===== src/rtl/axi4_burst_memory_peripheral.sv =====
// Burst-capable AXI4 responder backed by a register-array memory.
// One address handshake per burst; write and read channels run independently.
module axi4_burst_memory_peripheral #(
  parameter int ADDRESS_WIDTH = 4,
  parameter int DATA_WIDTH    = 32,
  parameter int LEN_WIDTH     = 5
) (
  input  logic                     clock,
  input  logic                     reset,
  input  logic [ADDRESS_WIDTH-1:0] awaddr,
  input  logic [LEN_WIDTH-1:0]     awlen,
  input  logic [2:0]               awburst,
  input  logic                     awvalid,
  output logic                     awready,
  input  logic [DATA_WIDTH-1:0]    wdata,
  input  logic                     wlast,
  input  logic                     wvalid,
  output logic                     wready,
  output logic                     bresp,
  output logic                     bvalid,
  input  logic                     bready,
  input  logic [ADDRESS_WIDTH-1:0] araddr,
  input  logic [LEN_WIDTH-1:0]     arlen,
  input  logic [2:0]               arburst,
  input  logic                     arvalid,
  output logic                     arready,
  output logic [DATA_WIDTH-1:0]    rdata,
  output logic                     rlast,
  output logic                     rvalid,
  input  logic                     rready,
  output logic [31:0]              error_count
);
  localparam int DEPTH = 2**ADDRESS_WIDTH;
  localparam logic [2:0] BURST_FIXED = 3'b001;
  localparam logic [2:0] BURST_INCR  = 3'b010;
  localparam logic [LEN_WIDTH-1:0] LEN_ONE = LEN_WIDTH'(1);
  localparam logic [LEN_WIDTH-1:0] LEN_TWO = LEN_WIDTH'(2);
  localparam logic [ADDRESS_WIDTH-1:0] ADDR_ONE = ADDRESS_WIDTH'(1);

  typedef enum logic [1:0] {W_IDLE, W_DATA, W_RESP} wState_t;
  typedef enum logic {R_IDLE, R_DATA} rState_t;

  function automatic logic [ADDRESS_WIDTH-1:0] stepAddr(input logic [ADDRESS_WIDTH-1:0] a,
                                                        input logic fixed);
    return fixed ? a : a + ADDR_ONE;
  endfunction

  function automatic logic [LEN_WIDTH-1:0] lenOf(input logic [LEN_WIDTH-1:0] x);
    return (x == '0) ? LEN_ONE : x;
  endfunction

  logic [DATA_WIDTH-1:0] mem_q [DEPTH];

  wState_t                  wState_q;
  logic [ADDRESS_WIDTH-1:0] wAddr_q;
  logic [LEN_WIDTH-1:0]     wCount_q;
  logic                     wFixed_q;
  logic                     wFlag_q;
  logic                     awready_q, wready_q, bvalid_q, bresp_q;

  rState_t                  rState_q;
  logic [ADDRESS_WIDTH-1:0] rAddr_q;
  logic [LEN_WIDTH-1:0]     rCount_q;
  logic                     rFixed_q;
  logic                     arready_q, rvalid_q, rlast_q;
  logic [DATA_WIDTH-1:0]    rdata_q;

  logic [31:0] errCount_q, errCount_d;
  logic [1:0]  wErrInc, rErrInc;
  logic [32:0] errSum;

  logic awBeat, wBeat, bBeat, arBeat, rBeat;
  logic awLenZero, awBadBurst, arLenZero, arBadBurst, arFixed, wMismatch;

  assign awBeat     = (wState_q == W_IDLE) && awvalid && awready_q;
  assign wBeat      = (wState_q == W_DATA) && wvalid && wready_q;
  assign bBeat      = (wState_q == W_RESP) && bvalid_q && bready;
  assign arBeat     = (rState_q == R_IDLE) && arvalid && arready_q;
  assign rBeat      = (rState_q == R_DATA) && rvalid_q && rready;
  assign awLenZero  = (awlen == '0);
  assign arLenZero  = (arlen == '0);
  assign awBadBurst = (awburst != BURST_FIXED) && (awburst != BURST_INCR);
  assign arBadBurst = (arburst != BURST_FIXED) && (arburst != BURST_INCR);
  assign arFixed    = (arburst == BURST_FIXED);
  assign wMismatch  = wlast != (wCount_q == LEN_ONE);

  // Both channels may report errors in the same cycle, so increments are summed.
  always_comb begin
    wErrInc = 2'd0;
    rErrInc = 2'd0;
    if (awBeat) wErrInc = 2'(awLenZero) + 2'(awBadBurst);
    else if (wBeat && wMismatch) wErrInc = 2'd1;
    if (arBeat) rErrInc = 2'(arLenZero) + 2'(arBadBurst);
    errSum     = {1'b0, errCount_q} + 33'(wErrInc) + 33'(rErrInc);
    errCount_d = errSum[32] ? 32'hFFFF_FFFF : errSum[31:0];
  end

  always_ff @(posedge clock) begin
    if (reset) errCount_q <= '0;
    else       errCount_q <= errCount_d;
  end

  // Memory is deliberately left out of reset; an aborted burst keeps its committed beats.
  always_ff @(posedge clock) begin
    if (!reset && wBeat) mem_q[wAddr_q] <= wdata;
  end

  always_ff @(posedge clock) begin
    if (reset) begin
      wState_q  <= W_IDLE;
      awready_q <= 1'b1;
      wready_q  <= 1'b0;
      bvalid_q  <= 1'b0;
      bresp_q   <= 1'b0;
      wAddr_q   <= '0;
      wCount_q  <= '0;
      wFixed_q  <= 1'b0;
      wFlag_q   <= 1'b0;
    end else begin
      case (wState_q)
        W_IDLE: if (awBeat) begin
          wAddr_q   <= awaddr;
          wCount_q  <= lenOf(awlen);
          wFixed_q  <= (awburst == BURST_FIXED);
          wFlag_q   <= awLenZero | awBadBurst;
          awready_q <= 1'b0;
          wready_q  <= 1'b1;
          wState_q  <= W_DATA;
        end
        W_DATA: if (wBeat) begin
          wAddr_q  <= stepAddr(wAddr_q, wFixed_q);
          wCount_q <= wCount_q - LEN_ONE;
          if (wMismatch) wFlag_q <= 1'b1;
          if (wCount_q == LEN_ONE) begin
            wready_q <= 1'b0;
            bvalid_q <= 1'b1;
            bresp_q  <= !(wFlag_q | wMismatch);
            wState_q <= W_RESP;
          end
        end
        W_RESP: if (bBeat) begin
          bvalid_q  <= 1'b0;
          wFlag_q   <= 1'b0;
          awready_q <= 1'b1;
          wState_q  <= W_IDLE;
        end
        default: wState_q <= W_IDLE;
      endcase
    end
  end

  // The next beat is prefetched on each handshake so beats stream without bubbles.
  always_ff @(posedge clock) begin
    if (reset) begin
      rState_q  <= R_IDLE;
      arready_q <= 1'b1;
      rvalid_q  <= 1'b0;
      rlast_q   <= 1'b0;
      rdata_q   <= '0;
      rAddr_q   <= '0;
      rCount_q  <= '0;
      rFixed_q  <= 1'b0;
    end else begin
      case (rState_q)
        R_IDLE: if (arBeat) begin
          arready_q <= 1'b0;
          rdata_q   <= mem_q[araddr];
          rvalid_q  <= 1'b1;
          rlast_q   <= (lenOf(arlen) == LEN_ONE);
          rAddr_q   <= stepAddr(araddr, arFixed);
          rCount_q  <= lenOf(arlen);
          rFixed_q  <= arFixed;
          rState_q  <= R_DATA;
        end
        R_DATA: if (rBeat) begin
          if (rlast_q) begin
            rvalid_q  <= 1'b0;
            rlast_q   <= 1'b0;
            arready_q <= 1'b1;
            rState_q  <= R_IDLE;
          end else begin
            rdata_q  <= mem_q[rAddr_q];
            rAddr_q  <= stepAddr(rAddr_q, rFixed_q);
            rCount_q <= rCount_q - LEN_ONE;
            rlast_q  <= (rCount_q == LEN_TWO);
          end
        end
        default: rState_q <= R_IDLE;
      endcase
    end
  end

  assign awready     = awready_q;
  assign wready      = wready_q;
  assign bvalid      = bvalid_q;
  assign bresp       = bresp_q;
  assign arready     = arready_q;
  assign rvalid      = rvalid_q;
  assign rlast       = rlast_q;
  assign rdata       = rdata_q;
  assign error_count = errCount_q;
endmodule


===== config.mk =====
export PLATFORM = sky130hd
export DESIGN_NAME = axi4_burst_memory_peripheral
export DESIGN_NICKNAME = d
export VERILOG_FILES = /design/src/rtl/axi4_burst_memory_peripheral.sv
export SDC_FILE = /design/constraint.sdc
export NUM_CORES = 1
export LEC_CHECK = 0
export BUFFER_PORTS_ARGS = -buffer_cell sky130_fd_sc_hd__buf_2
export CAP_MARGIN = 20
export CORE_UTILIZATION = 40
export DETAILED_ROUTE_END_ITERATION = 6
export PLACE_DENSITY = 0.63
export SLEW_MARGIN = 10
export SYNTH_ARGS = -nofsm -noshare
export SYNTH_HDL_FRONTEND = slang
export SYNTH_SLANG_ARGS = --single-unit

===== constraint.sdc =====
create_clock -name clock -period 4.45 [get_ports clock]
set_input_delay 1.1125 -clock clock [delete_from_list [all_inputs] [get_ports clock]]
set_output_delay 1.1125 -clock clock [all_outputs]
set_load 0.005 [all_outputs]

==> impl_metrics.env <==
export IMPL_synth_compound_area_frac=0.0573
export IMPL_hp_class="reg2reg"
export IMPL_cts_resized=0
export IMPL_syn_area_um2=28100
export IMPL_arrival_ps=4250
export IMPL_status="complete, no violations"
export IMPL_hpwl_mm=41.1
export IMPL_clk_pin_slew_ps=60
export IMPL_netlist_cell_type_count=64
export IMPL_synth_edf_count=512
export IMPL_synth_top_family_by_area="multiplexers"
export IMPL_cts_path_max_buffers=3
export IMPL_fin_ws_ps=731
export IMPL_max_cap_violations=0
export IMPL_max_freq_mhz=269
export IMPL_via_per_inst=5.98
export IMPL_top_layer_used="met5"
export IMPL_peakVddDrop_mv=0.286
export IMPL_hold_violations=0
export IMPL_power_density_nw_per_um2=400
export IMPL_portBuffers=134
export IMPL_ant_nets=0
export IMPL_yosys_warnings=0
export IMPL_globalRouteTotalUtil=0.207
export IMPL_synth_fp_nets=1718
export IMPL_rsz0062_at_grt="no"
export IMPL_slowest_stage="ha_1"
export IMPL_fin_cells=2748
export IMPL_cp_num_buf_inv=2
export IMPL_final_setup_tns_ps=0
export IMPL_path_cells="inv_1, ha_1, nand3_1, o31ai_1, fa_1, ha_1, a21o_1, nand3_1, nor3_2, nand2_1, buf_12, a21oi_1"
export IMPL_syn2layout_area_growth_pct=13.6
export IMPL_synthXorXnorAreaFrac=0.00873
export IMPL_cp_start_kind="register"
export IMPL_slew_headroom=0.285
export IMPL_tightest_slew_ps=1070
export IMPL_grt_pass1_wl_mm=108
export IMPL_crit_type="reg2reg"
export IMPL_fin_skew_ps=16.2
export IMPL_grt_pass1_vias=16700
export IMPL_place_gp_congestion=0.808
export IMPL_grt_ovfl_total=0
export IMPL_routed_wl_met3_mm=5.58
export IMPL_cts_setup_buffers=0
export IMPL_synth_mux_area_frac=0.228
export IMPL_multi_input_area_um2=10200
export IMPL_cts_root_buffer="clkbuf_16"
export IMPL_critPathRequiredTime_ps=4990
export IMPL_crit_family="simple AND/OR/NAND/NOR gates"
export IMPL_fin_crit_ps=3720
export IMPL_finalNetCount=1854
export IMPL_fillers=5863
export IMPL_wl_met2_mm=35.8
export IMPL_finalSetupViolations=0
export IMPL_die_h_um=267
export IMPL_fp_dieW_um=267
export IMPL_initial_core_util=0.407
export IMPL_first_iter_violations=1942
export IMPL_synthCells=1630
export IMPL_ys_ff_latch=611
export IMPL_finalMaxSlewViolations=0
export IMPL_met1Wirelength_mm=30.1
export IMPL_dr_pass1_iters=5
export IMPL_grt_max_degree=63
export IMPL_insertion_delay_ps=620
export IMPL_pre_cts_slack_ps=158
export IMPL_final_layout_size_suffix_gt1_frac=0.318
export IMPL_synth_fa_ha_area_frac=0.0115
export IMPL_endpoint_kind="register"
export IMPL_cts_tree="yes"
export IMPL_post_route_drc_count=0
export IMPL_timing_final_crit_share=0.836
export IMPL_fin_util=0.462
export IMPL_seq_area_um2=17400
export IMPL_drt_total_wl_mm=73.1
export IMPL_ys_seq_area_frac=0.618
export IMPL_antenna_found_initial=6
export IMPL_vias=16400
export IMPL_num_rows=96
export IMPL_cts_sinks=611
export IMPL_max_stage_delay_ps=650
export IMPL_yosys_area_share_simple=0.0543
export IMPL_synth_ff_type="edfxtp_1"
export IMPL_die_area_um2=71300
export IMPL_htree_levels=2
export IMPL_pin_count=135
export IMPL_synth_area_per_cell_um2=17.2
export IMPL_placed_cells_incl_taps=2635
export IMPL_numCtsBuffers=60
export IMPL_power_leakage_nw=10.3
export IMPL_cp_max_fo=21
export IMPL_wl_per_cell_um=26.6
export IMPL_core_um2=69100
export IMPL_cts_hold_buf=0
export IMPL_async_reset_ff_frac=0
[metal layers]
layer	vias up	GRT usage
met5	-	0
met1	8621	0.279
met2	657	0.342
li1	7028	-
met3	113	0.0412
met4	8	0.0520
[placed cells by master (no fill, tap or decap), types with 44 or more instances in the layout]
master and n:
edfxtp_1 512, mux4_2 273, buf_2 131, dfxtp_1 95
nor2_1 82, a21oi_1 66, clkbuf_16 61, nor2b_1 45
nand2_1 45, a211oi_1 44
[power by group]
part           switching (mW)  internal, mW
clock                    2.15          2.62
sequential              0.166          6.31
combinational           0.834         0.692
[cell usage after synthesis, drive strengths merged, types with 5 or more instances]
| cell | n | area [um2] |
|---|---|---|
| a22o | 22 | 193 |
| a211oi | 44 | 330 |
| nand3 | 21 | 105 |
| o21ai | 23 | 115 |
| nor3 | 18 | 95.1 |
| nand2b | 7 | 43.8 |
| nor2b | 45 | 282 |
| nor3b | 5 | 37.5 |
| inv | 16 | 60.1 |
| and2 | 7 | 43.8 |
| edfxtp | 512 | 15400 |
| nand2 | 45 | 169 |
| nor2 | 95 | 357 |
| xor2 | 7 | 61.3 |
| mux4 | 273 | 6150 |
| xnor2 | 21 | 184 |
| a21oi | 66 | 330 |
| dfxtp | 99 | 1980 |
| buf | 57 | 350 |
| and3 | 7 | 43.8 |
| a222oi | 5 | 50.1 |
| clkbuf | 58 | 218 |
| o21bai | 23 | 173 |
| nand4 | 6 | 37.5 |
| ha | 21 | 263 |
| nor4 | 23 | 144 |
| a31oi | 13 | 81.3 |
| mux2i | 22 | 220 |
| a22oi | 14 | 105 |
[layout make-up]
type	count	area share
Timing Repair Buffer	189	0.0399
Antenna cell	2	0.000157
Multi-Input combinational cell	888	0.321
Sequential cell	611	0.544
Tap cell	931	0.0365
Clock inverter	30	0.00569
Inverter	16	0.00188
Clock buffer	81	0.0511
[sequential cells by signal (all words and copies together) (netlist names), named ones only]
signal / cells
rdata: 32
error_count: 32
bresp: 1
rvalid: 1
rlast: 1
bvalid: 1
wFixed_q: 1
wready: 1
wState_q: 2
wCount_q: 5
wFlag_q: 1
awready: 1
mem_q: 512
arready: 1
wAddr_q: 4
rFixed_q: 1
rCount_q: 5
rState_q: 1
rAddr_q: 4
[stage by stage]
step                cell area, um2  hold slack [ps]  total power [mW]
finish                       31900              481              12.8
global route                 31900              510              13.2
global placement             30100              468              8.08
floorplan                    28100              449              7.63
detailed placement           30100              471              8.12
CTS                          31900              482              12.9
[worst paths after layout]
kind | startpoint | to | slack, ps | cells past startpoint
min reg2reg | rFixed_q | rFixed_q | 480 | 2
min | rFixed_q | rFixed_q | 480 | 2
max | wState_q[1] | error_count[18] | 730 | 12
max reg2reg | wState_q[1] | error_count[18] | 730 | 12
[tightest hold or removal path, delay by kind of cell (launching register included)]
kind	cells	cell delay (ps)
simple gates	1	60
compound gates	1	50
flops	1	320
[cells by family (layout without fill, tap and decap cells)]
logic type | count (synthesis) | after routing
AO/OA/AOI/OAI | 238 | 238
XOR/XNOR | 28 | 28
adder cells (fa/ha/maj) | 24 | 24
buffers and inverters | 131 | 316
flip-flops | 611 | 611
multiplexers | 299 | 299
other | 0 | 2
AND/OR/NAND/NOR | 299 | 299
No activity file was read; power rests on OpenSTA's default activity.
